## config.mk

```make
export PLATFORM = sky130hd
export DESIGN_NAME = code12_encoder_flat
export DESIGN_NICKNAME = d
export VERILOG_FILES = /design/src/rtl/code12_pkg.sv /design/src/rtl/code12_encoder_if.sv /design/src/rtl/code12_gen.sv /design/src/rtl/code12_encoder.sv /design/src/flat_wrapper.sv
export SDC_FILE = /design/constraint.sdc
export NUM_CORES = 1
export LEC_CHECK = 0
export CORE_MARGIN = 2
export CORE_UTILIZATION = 51
export CTS_BUF_LIST = sky130_fd_sc_hd__clkbuf_4 sky130_fd_sc_hd__clkbuf_8 sky130_fd_sc_hd__clkbuf_16
export DETAILED_ROUTE_END_ITERATION = 12
export GPL_TIMING_DRIVEN = 0
export PLACE_DENSITY = 0.83
export SYNTH_ARGS = -nofsm -noshare
export SYNTH_HDL_FRONTEND = slang
export SYNTH_SLANG_ARGS = --single-unit
```

## constraint.sdc

```tcl
create_clock -name clk -period 4.1 [get_ports clk]
set_clock_uncertainty 0.15 [all_clocks]
set_input_delay 0.82 -clock clk [delete_from_list [all_inputs] [get_ports clk]]
set_output_delay 0.82 -clock clk [all_outputs]
set_load 0.02 [all_outputs]
```

## src/rtl/code12_pkg.sv

```systemverilog
// Shared definitions for the 12-bit block code encoder and decoder:
// generator rows, widths and FSM state enumeration.
package code12_pkg;

    localparam int unsigned MsgWidth = 4;
    localparam int unsigned CwWidth  = 12;
    localparam int unsigned CntWidth = 4;

    localparam logic [CwWidth-1:0] G0 = 12'h03B;
    localparam logic [CwWidth-1:0] G1 = 12'h0EC;
    localparam logic [CwWidth-1:0] G2 = 12'h3B0;
    localparam logic [CwWidth-1:0] G3 = 12'hEC0;

    localparam logic [CntWidth-1:0] LastCnt = 4'd11;

    typedef enum logic {
        StIdle,
        StShift
    } code12_state_e;

endpackage

```

## src/rtl/code12_encoder_if.sv

```systemverilog
// Message input, codeword output and serial stream signals of the encoder.
// master drives messages and consumes the stream; slave is the encoder.
interface code12_encoder_if;
    import code12_pkg::*;

    logic                in_valid;
    logic [MsgWidth-1:0] in_msg;
    logic [CwWidth-1:0]  err_mask;
    logic                in_ready;
    logic [CwWidth-1:0]  cw_out;
    logic                cw_valid;
    logic                ser_out;
    logic                ser_valid;
    logic                ser_ready;
    logic                ser_first;
    logic                ser_last;
    logic [7:0]          frames_sent;

    modport master (
        output in_valid, in_msg, err_mask, ser_ready,
        input  in_ready, cw_out, cw_valid, ser_out, ser_valid, ser_first, ser_last,
               frames_sent
    );

    modport slave (
        input  in_valid, in_msg, err_mask, ser_ready,
        output in_ready, cw_out, cw_valid, ser_out, ser_valid, ser_first, ser_last,
               frames_sent
    );

endinterface

```

## src/rtl/code12_gen.sv

```systemverilog
// Combinational generator: XOR of the generator rows selected by the message bits.
// Also serves as the reference model for the decoder bench.
module code12_gen
    import code12_pkg::*;
(
    input  logic [MsgWidth-1:0] msg,
    output logic [CwWidth-1:0]  cw
);

    always_comb begin
        cw = '0;
        if (msg[0]) cw = cw ^ G0;
        if (msg[1]) cw = cw ^ G1;
        if (msg[2]) cw = cw ^ G2;
        if (msg[3]) cw = cw ^ G3;
    end

endmodule

```

## src/rtl/code12_encoder.sv

```systemverilog
// Encodes a 4-bit message into a 12-bit codeword (with optional error injection)
// and serializes it MSB first under a valid/ready handshake.
module code12_encoder
    import code12_pkg::*;
(
    input logic             clk,
    input logic             rst,
    code12_encoder_if.slave bus
);

    code12_state_e       state_q;
    logic [CwWidth-1:0]  cw_q;
    logic [CwWidth-1:0]  shift_q;
    logic [CntWidth-1:0] cnt_q;
    logic                cw_valid_q;
    logic [7:0]          frames_q;
    logic [CwWidth-1:0]  gen_cw;
    logic                in_shift;

    code12_gen u_gen (
        .msg (bus.in_msg),
        .cw  (gen_cw)
    );

    assign in_shift = (state_q == StShift);

    always_comb begin
        bus.in_ready    = !in_shift;
        bus.cw_out      = cw_q;
        bus.cw_valid    = cw_valid_q;
        bus.ser_valid   = in_shift;
        bus.ser_out     = in_shift && shift_q[CwWidth-1];
        bus.ser_first   = in_shift && (cnt_q == '0);
        bus.ser_last    = in_shift && (cnt_q == LastCnt);
        bus.frames_sent = frames_q;
    end

    always_ff @(posedge clk) begin
        if (rst) begin
            state_q    <= StIdle;
            cw_q       <= '0;
            shift_q    <= '0;
            cnt_q      <= '0;
            cw_valid_q <= 1'b0;
            frames_q   <= '0;
        end else begin
            cw_valid_q <= 1'b0;
            unique case (state_q)
                StIdle: begin
                    if (bus.in_valid) begin
                        cw_q       <= gen_cw ^ bus.err_mask;
                        shift_q    <= gen_cw ^ bus.err_mask;
                        cnt_q      <= '0;
                        cw_valid_q <= 1'b1;
                        state_q    <= StShift;
                    end
                end
                StShift: begin
                    // Serial outputs hold while downstream stalls.
                    if (bus.ser_ready) begin
                        shift_q <= {shift_q[CwWidth-2:0], 1'b0};
                        if (cnt_q == LastCnt) begin
                            cnt_q    <= '0;
                            frames_q <= frames_q + 8'd1;
                            state_q  <= StIdle;
                        end else begin
                            cnt_q <= cnt_q + 4'd1;
                        end
                    end
                end
            endcase
        end
    end

endmodule

```

## src/flat_wrapper.sv

```systemverilog
// flat-port wrapper written by rule: the top's interface ports become plain ports
module code12_encoder_flat import code12_pkg::*;
  (clk, rst, bus_in_valid, bus_in_msg, bus_err_mask, bus_ser_ready, bus_in_ready, bus_cw_out, bus_cw_valid, bus_ser_out, bus_ser_valid, bus_ser_first, bus_ser_last, bus_frames_sent);
  code12_encoder_if bus_i ();
  input logic clk;
  input logic rst;
  input wire logic [$bits(bus_i.in_valid)-1:0] bus_in_valid;
  input wire logic [$bits(bus_i.in_msg)-1:0] bus_in_msg;
  input wire logic [$bits(bus_i.err_mask)-1:0] bus_err_mask;
  input wire logic [$bits(bus_i.ser_ready)-1:0] bus_ser_ready;
  output wire logic [$bits(bus_i.in_ready)-1:0] bus_in_ready;
  output wire logic [$bits(bus_i.cw_out)-1:0] bus_cw_out;
  output wire logic [$bits(bus_i.cw_valid)-1:0] bus_cw_valid;
  output wire logic [$bits(bus_i.ser_out)-1:0] bus_ser_out;
  output wire logic [$bits(bus_i.ser_valid)-1:0] bus_ser_valid;
  output wire logic [$bits(bus_i.ser_first)-1:0] bus_ser_first;
  output wire logic [$bits(bus_i.ser_last)-1:0] bus_ser_last;
  output wire logic [$bits(bus_i.frames_sent)-1:0] bus_frames_sent;
  assign bus_i.in_valid = bus_in_valid;
  assign bus_i.in_msg = bus_in_msg;
  assign bus_i.err_mask = bus_err_mask;
  assign bus_i.ser_ready = bus_ser_ready;
  assign bus_in_ready = bus_i.in_ready;
  assign bus_cw_out = bus_i.cw_out;
  assign bus_cw_valid = bus_i.cw_valid;
  assign bus_ser_out = bus_i.ser_out;
  assign bus_ser_valid = bus_i.ser_valid;
  assign bus_ser_first = bus_i.ser_first;
  assign bus_ser_last = bus_i.ser_last;
  assign bus_frames_sent = bus_i.frames_sent;
  code12_encoder u_core (.clk(clk), .rst(rst), .bus(bus_i));
endmodule
```

## Yosys cells after proc, flatten, opt, wreduce, memory -nomap -nowiden

Index checks and enable logic that the tools add are counted.

| storage, ports and cells | value |
|---|---|
| register bits after elaboration | 38 |
| bits in latches | 0 |
| memory bits (writable) | 0 |
| ROM bits | 0 |
| input bits | 20 |
| output and inout port bits | 26 |
| word-level logic and storage cells | 40 |
| memories kept | 0 |

| cells by class | value |
|---|---|
| $add $sub $neg | 2 |
| multiply operators | 0 |
| divide/modulo/power cells | 0 |
| $lt $le $gt $ge | 0 |
| eq/ne operators | 3 |
| shift operators | 0 |
| muxes and demuxes | 15 |
| bitwise operators | 5 |
| reductions and logical operators | 9 |

Operators with widths:

| cell | number |
|---|---|
| $mux W12 | 3 |
| $pmux W12 S2 | 1 |
| $mux W4 | 3 |
| $xor A12 B12 Y12 | 1 |
| $mux W10 | 1 |
| $not A5 Y5 | 2 |
| $add A8 B1 Y8 const B | 1 |
| $mux W8 | 1 |
| $pmux W4 S2 | 1 |
| $mux W6 | 1 |
| $not A3 Y5 | 1 |
| $add A4 B1 Y4 const B | 1 |
| $eq A4 B4 Y1 const B | 1 |
| $logic_not A4 Y1 | 1 |
| $ne A2 B2 Y1 const B | 2 |
| $reduce_and A2 Y1 | 2 |
| $logic_and A1 B1 Y1 | 3 |
| $mux W1 | 3 |
| $reduce_and A3 Y1 | 1 |
| $pmux W1 S2 | 1 |
| $reduce_or A2 Y1 | 1 |
| $logic_not A1 Y1 | 1 |
| $not A1 Y1 | 1 |

## Depth between registers and ports, before layout

Gate-level depths: netlist (run 1).

| depth | value |
|---|---|
| depth after elaboration | 10 |
| mapped depth | 5 |

## Modules after synthesis

A second synthesis (run 1) with hierarchy kept.

| unflattened totals | value |
|---|---|
| cells, all modules | 174 |
| area total of the unflattened synthesis | 1746.7 um^2 |

By module, submodules not included:

| module | instances | cells each | area an instance (um^2) |
|---|---|---|---|
| code12_encoder | 1 | 161 | 1614.0 |
| code12_gen | 1 | 13 | 132.6 |

## Least setup slack after synthesis (run 1)

No wires, ideal clock.

| path | value |
|---|---|
| kind | register to output |
| start point | register u_core.state_q (netlist: u_core.bus.ser_valid) |
| end point | output port bus_ser_first |
| arrival | 1.242 ns |
| data required time | 3.130 ns |
| setup slack | 1.888 ns |
| cell stages (with the launch flop) | 4 |
| buffers on the path | 1 |
| path through | dfxtp_1 -> buf_2 -> nand2_1 -> nor3_1 |

| between the ends | value |
|---|---|
| word-level cells in the longest chain between the ends | 1 |

Ends and longest elaborated chain:

| item | RTL line | text |
|---|---|---|
| from (decl) | code12_encoder.sv:11 | `code12_state_e state_q;` |
| from (signal assigned) | code12_encoder.sv:40 | `state_q <= StIdle;` |
| from (signal assigned) | code12_encoder.sv:55 | `state_q <= StShift;` |
| from (signal assigned) | code12_encoder.sv:65 | `state_q <= StIdle;` |
| $logic_and A1 B1 Y1 | code12_encoder.sv:33 | `bus.ser_first = in_shift && (cnt_q == '0);` |
| to (decl) | flat_wrapper.sv:16 | `output wire logic [$bits(bus_i.ser_first)-1:0] bus_ser_first;` |

No other way between the ends.

## Worst setup path in the final report (run 1)

| path | value |
|---|---|
| start point | register u_core.cnt_q[1] |
| end point | output port bus_ser_last |

| between the ends | value |
|---|---|
| word-level cells in the longest chain between the ends | 2 |

Ends and longest elaborated chain:

| item | RTL line | text |
|---|---|---|
| from (decl) | code12_encoder.sv:14 | `logic [CntWidth-1:0] cnt_q;` |
| from (signal assigned) | code12_encoder.sv:67 | `cnt_q <= cnt_q + 4'd1;` |
| $eq A4 B4 Y1 | code12_encoder.sv:34 | `bus.ser_last = in_shift && (cnt_q == LastCnt);` |
| $logic_and A1 B1 Y1 | code12_encoder.sv:34 |  |
| to (decl) | flat_wrapper.sv:17 | `output wire logic [$bits(bus_i.ser_last)-1:0] bus_ser_last;` |

No other way between the ends.

==> impl_metrics.yaml, run 1 <==
worst_setup_path:
  critPathMaxStageDelay_ps: 600
  worst_path_dominant_cell_family: "buffers and inverters"
  crit_buf_inv: 2
  crit_type: "reg2out"
  path_cells: "ha_1, nand3b_1, buf_6, nor2_1, clkdlybuf4s50_1"
  critPathMaxFanout: 10
  crit_path_top_delay_cell: "clkdlybuf4s50_1"
  arrival_ps: 2000
  start_kind: "register"
  reg2reg_slack_ps: 2270
  cp_data_required_time_ps: 3130
  setup.worst_path.end_class: "output port"
power:
  power_frac_seq_pct: 53.1
  power_frac_comb_pct: 19.4
  p_int_w: 0.0005545
  p_leak_nw: 0.8184
  p_clk_share_pct: 27.5
  p_per_area_nw_per_um2: 333.7
  switchingPower_w: 0.0002103
  vdd_drop_max_v: 0.0002304
  switching_share_pct: 27.50
place:
  place.port_buffers: 43
  gp_congestion: 0.7794
  dp_hpwl_um: 2982
cells_and_area:
  area_growth_pct: 31.70
  multi_input_area_um2: 894.6
  drive_gt1_share_pct: 8.403
  n_antenna_cell: 0
  layout.area.seq_um2: 760.7
  mostFrequentLayoutCells: "clkdlybuf4s50_1 (43), dfxtp_1 (38), a21oi_1 (22)"
  final_core_util_pct: 69.24
  layout_commonest_cell: "clkdlybuf4s50_1"
  fillers: 299
  layout.nets: 260
logic_synthesis:
  synth_top_area_share_pct: 43.71
  yosys_warnings: 0
  synthesis.nets: 210
  synth_fa_ha_area_share_pct: 2.157
  synth_area_leaders: "dfxtp_1 (44%), a21oi_1 (6.3%), xnor2_1 (5.5%), xor2_1 (3.5%), nand3_1 (3.2%)"
  yosys.area_share.xor_xnor_pct: 9.058
  synth.area.mux_share_pct: 2.948
  synth_top_family_by_area: "compound AO/OA/AOI/OAI gates"
  ys_seq_area_share_pct: 43.71
  synth-compound-area-share_pct: 21.28
  synth-seq-cells: 38
  synth_area_leader_cell: "dfxtp_1"
  synth.avg_cell_area_um2: 9.307
  yosysUniqueCellTypes: 35
  synth_area_um2: 1740
  synth_cells: 187
  synth-simple-area-share_pct: 15.96
global_route:
  top_usage_layer: "met2"
  grt_usage_pct: 21.71
  first_global_vias: 1436
  grt_pass1_wl_um: 6686
  antenna_found_initial: 0
  overflow: 0
  grtUsageMet1_pct: 25.92
  grt_max_degree: 12
  grtUsageMet3_pct: 7.027
  grt_util_met2_pct: 37.50
route:
  wl_per_cell_um: 14.10
  drt_pre_antenna_iters: 4
  wirelength_um: 4005
  drt-initial-drc-count: 100
  drc: 0
  ant_nets: 0
  vias: 1565
  avgViaCountPerCell: 5.511
sta:
  rsz0062_at_grt: "no"
  max_freq_ghz: 0.3365
  tightest_slew_ps: 534.6
  period_needed_ps: 2971
  slew_headroom_pct: 64.36
  fin_setup_tns_ps: 0
  drv_slew: 0
  finalSetupViolCount: 0
  hold_viol_final: 0
  post-route-period-util_pct: 72.47
clocking:
  cts.sinks: 38
  clockRootBuffer: "clkbuf_4"
  holdBufCountCts: 0
  post_cts_buffers: 0
  cts_buffers: 5
  cts_buffer_depth: 2
  clk_latency_ps: 340
  cts.repair.resized: 0
  ctsHtreeMaxLevel: 2
  clkSlewWorstSetupHoldPaths_ps: 110
  tritoncts: "yes"
die:
  fp.dieH_um: 62.42
  initial_core_util_pct: 52.57
  die_area_um2: 3896
  num_rows: 21
  coreArea_um2: 3311
  die_w_um: 62.42
  io_pins: 46
status:
  outcome: "finished, final reports clean"
flow_run:
  cap_viol_max_count: 0
worst_hold_path:
  min_path_type: "reg2reg"
## worst min-delay path, delay by kind of cell, from the launching register on
family          cells  cell delay, ps
compound gates      1              50
simple gates        1              50
flops               1             320
## registers in the layout, indices dropped and copies added (netlist names)
| register | flops |
|---|---|
| u_core.cnt_q | 4 |
| u_core.shift_q | 12 |
| u_core.bus.cw_out | 12 |
| u_core.bus.cw_valid | 1 |
| u_core.bus.ser_valid | 1 |
| u_core.bus.frames_sent | 8 |
## layout make-up
class	instances	share of cell area, %
well taps	46	2.511
clock inverters	1	0.2183
repair buffers	43	18.78
plain buffers	13	2.729
flip-flops and latches	38	33.19
inverters	6	0.9825
clock buffers	7	2.566
multi-input cells	130	39.03
## cells by family (layout without fill, tap and decap cells)
group	Yosys count	in the layout
AOI/OAI and AO/OA	56	56
and+or+nand+nor	48	48
DFF	38	38
buffers and inverters	19	70
xor gates and xnor gates	18	18
muxes	5	5
adders and majority gates	3	3
## metrics by stage
step	power (W)	cell area, um^2	setup slack [ps]	cells	hold slack (ps)
floorplan	0.0004981	1740	1889	187	298.1
global placement	0.0005595	2228	1521	276	294.7
detailed placement	0.0005626	2228	1508	276	299.6
CTS	0.0007689	2292	1119	284	314.5
global route	0.0007995	2292	973.2	284	341.2
finish	0.0007648	2292	1129	284	311.6
## synth_stat cells (all sizes together)
library cell	instances
dfxtp	38
xnor2	11
a221oi	5
a311oi	1
ha	3
mux2	1
inv	6
and2	2
o21a	4
o21ai	6
o22ai	2
mux2i	4
nand4b	1
nand4	2
and3b	1
nand3	11
nand2	10
nor2b	1
xor2	7
or3	2
nand3b	5
nor3	1
o31ai	6
buf	6
clkbuf	7
a21oi	22
nand2b	3
a211oi	4
a31oi	1
a41oi	1
or4	6
o221a	4
nor2	3
## path summary, 6_finish.rpt
| kind | cells past startpoint | from | end |
|---|---|---|---|
| setup / recovery | 5 | u_core.cnt_q[1]$_SDFFE_PP0P_ | bus_ser_last |
| hold / removal | 2 | u_core.bus.cw_out[0]$_SDFFE_PP0P_ | u_core.bus.cw_out[0]$_SDFFE_PP0P_ |
| setup reg to reg | 4 | u_core.cnt_q[1]$_SDFFE_PP0P_ | u_core.bus.frames_sent[5]$_SDFFE_PP0P_ |
| hold reg to reg | 2 | u_core.bus.cw_out[0]$_SDFFE_PP0P_ | u_core.bus.cw_out[0]$_SDFFE_PP0P_ |
## power groups by stage
stage           logic, W  clock network, W  registers (W)
2_1_floorplan  0.0000731                 0       0.000425
3_3_place_gp    0.000146                 0       0.000413
3_5_place_dp    0.000149                 0       0.000414
4_1_cts         0.000149          0.000214       0.000406
5_1_grt         0.000161          0.000230       0.000409
6_report        0.000148          0.000211       0.000406
## metal layers
metal	wire length [um]	vias to the layer above	share of wire (%)
met2	1888	53	47
met3	257	7	6.4
met5	0	-	0
met4	61	0	1.5
li1	-	784	-
met1	1797	721	45
Note: power is estimated with default switching activity, not from simulation.
==> run 2, diff against run 1 <==
--- a/config.mk
+++ b/config.mk
@@ -6,11 +6,11 @@
 export NUM_CORES = 1
 export LEC_CHECK = 0
 export CORE_MARGIN = 2
-export CORE_UTILIZATION = 51
+export CORE_UTILIZATION = 43
 export CTS_BUF_LIST = sky130_fd_sc_hd__clkbuf_4 sky130_fd_sc_hd__clkbuf_8 sky130_fd_sc_hd__clkbuf_16
 export DETAILED_ROUTE_END_ITERATION = 12
 export GPL_TIMING_DRIVEN = 0
-export PLACE_DENSITY = 0.83
+export PLACE_DENSITY = 0.75
 export SYNTH_ARGS = -nofsm -noshare
 export SYNTH_HDL_FRONTEND = slang
 export SYNTH_SLANG_ARGS = --single-unit
==> constraint.sdc (replaced) <==
create_clock -name clk -period 2.45 [get_ports clk]
set_clock_uncertainty 0.15 [all_clocks]
set_input_delay 0.49 -clock clk [delete_from_list [all_inputs] [get_ports clk]]
set_output_delay 0.49 -clock clk [all_outputs]
set_load 0.02 [all_outputs]
==> run 2 against run 1 <==
Utilization is 8.9 points lower. Via count is 0.13% lower. Non-clock buffer count stayed put. Flip-flop and latch count stayed put. Sequential power is 68% higher. Combinational power is 67% higher. Count of clock-buffer cells in the layout is 1 lower. Critical path type unchanged. Critical endpoint unchanged.
==> impl_metrics.yaml, run 2 (synthesized netlist as in run 1, its figures left out) <==
die:
  initial_core_util_pct: 44.14
  io_pins: 46
  fp.dieH_um: 67.62
  die_w_um: 67.62
  die_area_um2: 4572
  coreArea_um2: 3943
  num_rows: 23
sta:
  period_needed_ps: 2324
  fin_setup_tns_ps: 0
  drv_slew: 0
  slew_headroom_pct: 66.22
  fin_ws_ps: 125.9
  finalSetupViolCount: 0
  rsz0062_at_grt: "no"
  max_freq_ghz: 0.4303
  post-route-period-util_pct: 94.86
  whs_ps: 308.7
  tightest_slew_ps: 506.8
  hold_viol_final: 0
worst_hold_path:
  min_path_type: "reg2reg"
power:
  p_clk_share_pct: 41.6
  switching_share_pct: 23.76
  p_per_area_nw_per_um2: 668.7
  power_frac_comb_pct: 15.5
  power_frac_seq_pct: 42.8
  p_int_w: 0.001212
  switchingPower_w: 0.0003777
  vdd_drop_max_v: 0.0003554
  p_leak_nw: 0.8592
route:
  ant_nets: 0
  wl_per_cell_um: 14.33
  wirelength_um: 4128
  drt-initial-drc-count: 78
  drc: 0
  drt_pre_antenna_iters: 4
  avgViaCountPerCell: 5.427
  vias: 1563
global_route:
  antenna_found_initial: 0
  grt_usage_pct: 20.32
  overflow: 0
  grt_max_degree: 13
  first_global_vias: 1475
  grt_pass1_wl_um: 6810
clocking:
  ctsHtreeMaxLevel: 2
  clockRootBuffer: "clkbuf_8"
  clkSlewWorstSetupHoldPaths_ps: 80
  holdBufCountCts: 0
  cts_buffers: 5
  cts_buffer_depth: 2
  post_cts_buffers: 0
  tritoncts: "yes"
  cts.sinks: 38
  clk_latency_ps: 290
cells_and_area:
  area_growth_pct: 36.59
  layout.nets: 260
  n_antenna_cell: 0
  layout_commonest_cell: "clkdlybuf4s50_1"
  mostFrequentLayoutCells: "clkdlybuf4s50_1 (41), dfxtp_1 (37), a21oi_1 (22)"
  finish.instance_area_um2: 2377
  drive_gt1_share_pct: 8.824
status:
  outcome: "finished, final reports clean"
worst_setup_path:
  cp_data_required_time_ps: 1810
  setup.worst_path.end_class: "output port"
  critPathMaxFanout: 10
  start_kind: "register"
  arrival_ps: 1680
  crit_type: "reg2out"
place:
  place.port_buffers: 43
  dp_slack_ps: 210.7
  gp_congestion: 0.7799
  placed_cell_area_um2: 2233
  dp_hpwl_um: 3006
flow_run:
  cap_viol_max_count: 0
run 2: changes by cell type in the layout (fill, tap and decap cells not counted):
cell / before / now
buf_2: 5 / 4
bufinv_16: 0 / 2
clkbuf_4: 6 / 1
clkbuf_8: 1 / 6
clkdlybuf4s50_1: 43 / 41
clkinv_2: 1 / 0
dfxtp_1: 38 / 37
dfxtp_2: 0 / 1
dlygate4sd2_1: 0 / 2
run 2: path summary, 6_finish.rpt:
kind | start | end | slack, ps | cells after the start
setup / recovery | u_core.cnt_q[1]$_SDFFE_PP0P_ | bus_ser_last | 130 | 5
hold / removal | u_core.bus.cw_out[0]$_SDFFE_PP0P_ | u_core.bus.cw_out[0]$_SDFFE_PP0P_ | 310 | 2
setup reg to reg | u_core.cnt_q[1]$_SDFFE_PP0P_ | u_core.bus.frames_sent[6]$_SDFFE_PP0P_ | 610 | 4
hold reg to reg | u_core.bus.cw_out[0]$_SDFFE_PP0P_ | u_core.bus.cw_out[0]$_SDFFE_PP0P_ | 310 | 2
run 2: layout make-up:
| type | count | area (um^2) |
|---|---|---|
| timing repair buffer | 43 | 427.9 |
| clock inverter | 2 | 60.06 |
| buffer | 13 | 65.06 |
| tap | 50 | 62.56 |
| multi-input combinational | 130 | 894.6 |
| clock buffer | 6 | 82.58 |
| inverter | 6 | 22.52 |
| fill | 373 | 1565 |
| sequential | 38 | 762.0 |
run 2: timing repair:
action	4_1_cts	5_1_grt
gates resized for setup	2	2
setup endpoints to repair	2	1
pin swaps	0	0
endpoints found under the hold margin	0	0
run 2: through the flow:
step	util [%]	total power, W	std cells
finish	60.30	0.001590	288
global route	60.30	0.001649	288
CTS	60.20	0.001602	288
detailed placement	56.65	0.0009419	280
global placement	56.65	0.0009388	280
floorplan	-	0.0008335	187
run 2: power by group through the flow:
stage	combinational, W	clock, W	sequential [W]
6_report	0.000247	0.000662	0.000681
5_1_grt	0.000270	0.000693	0.000686
4_1_cts	0.000248	0.000673	0.000680
3_5_place_dp	0.000248	0	0.000694
3_3_place_gp	0.000246	0	0.000693
2_1_floorplan	0.000122	0	0.000711
run 2: critical path, cell delays in order, from the launching register on:
cell           delay (ps)
dfxtp_1               420
ha_1                  270
nand3b_1              130
buf_6                 160
nor2_1                 80
dlygate4sd2_1         330
run 2: metal layers:
layer  track usage, %  vias up  part of all wire, %
met4            6.888        0                  1.3
met2            34.68       51                   49
li1                 -      785                    -
met1            24.08      721                   43
met5                0        -                    0
met3            6.167        6                  6.3
==> run 3, diff against run 2 <==
--- a/config.mk
+++ b/config.mk
@@ -8,6 +8,7 @@
 export CORE_MARGIN = 2
 export CORE_UTILIZATION = 43
 export CTS_BUF_LIST = sky130_fd_sc_hd__clkbuf_4 sky130_fd_sc_hd__clkbuf_8 sky130_fd_sc_hd__clkbuf_16
+export CTS_CLUSTER_SIZE = 14
 export DETAILED_ROUTE_END_ITERATION = 12
 export GPL_TIMING_DRIVEN = 0
 export PLACE_DENSITY = 0.75
==> results of run 3 <==
The final DEF is identical to that of run 2; final timing and power are the same.
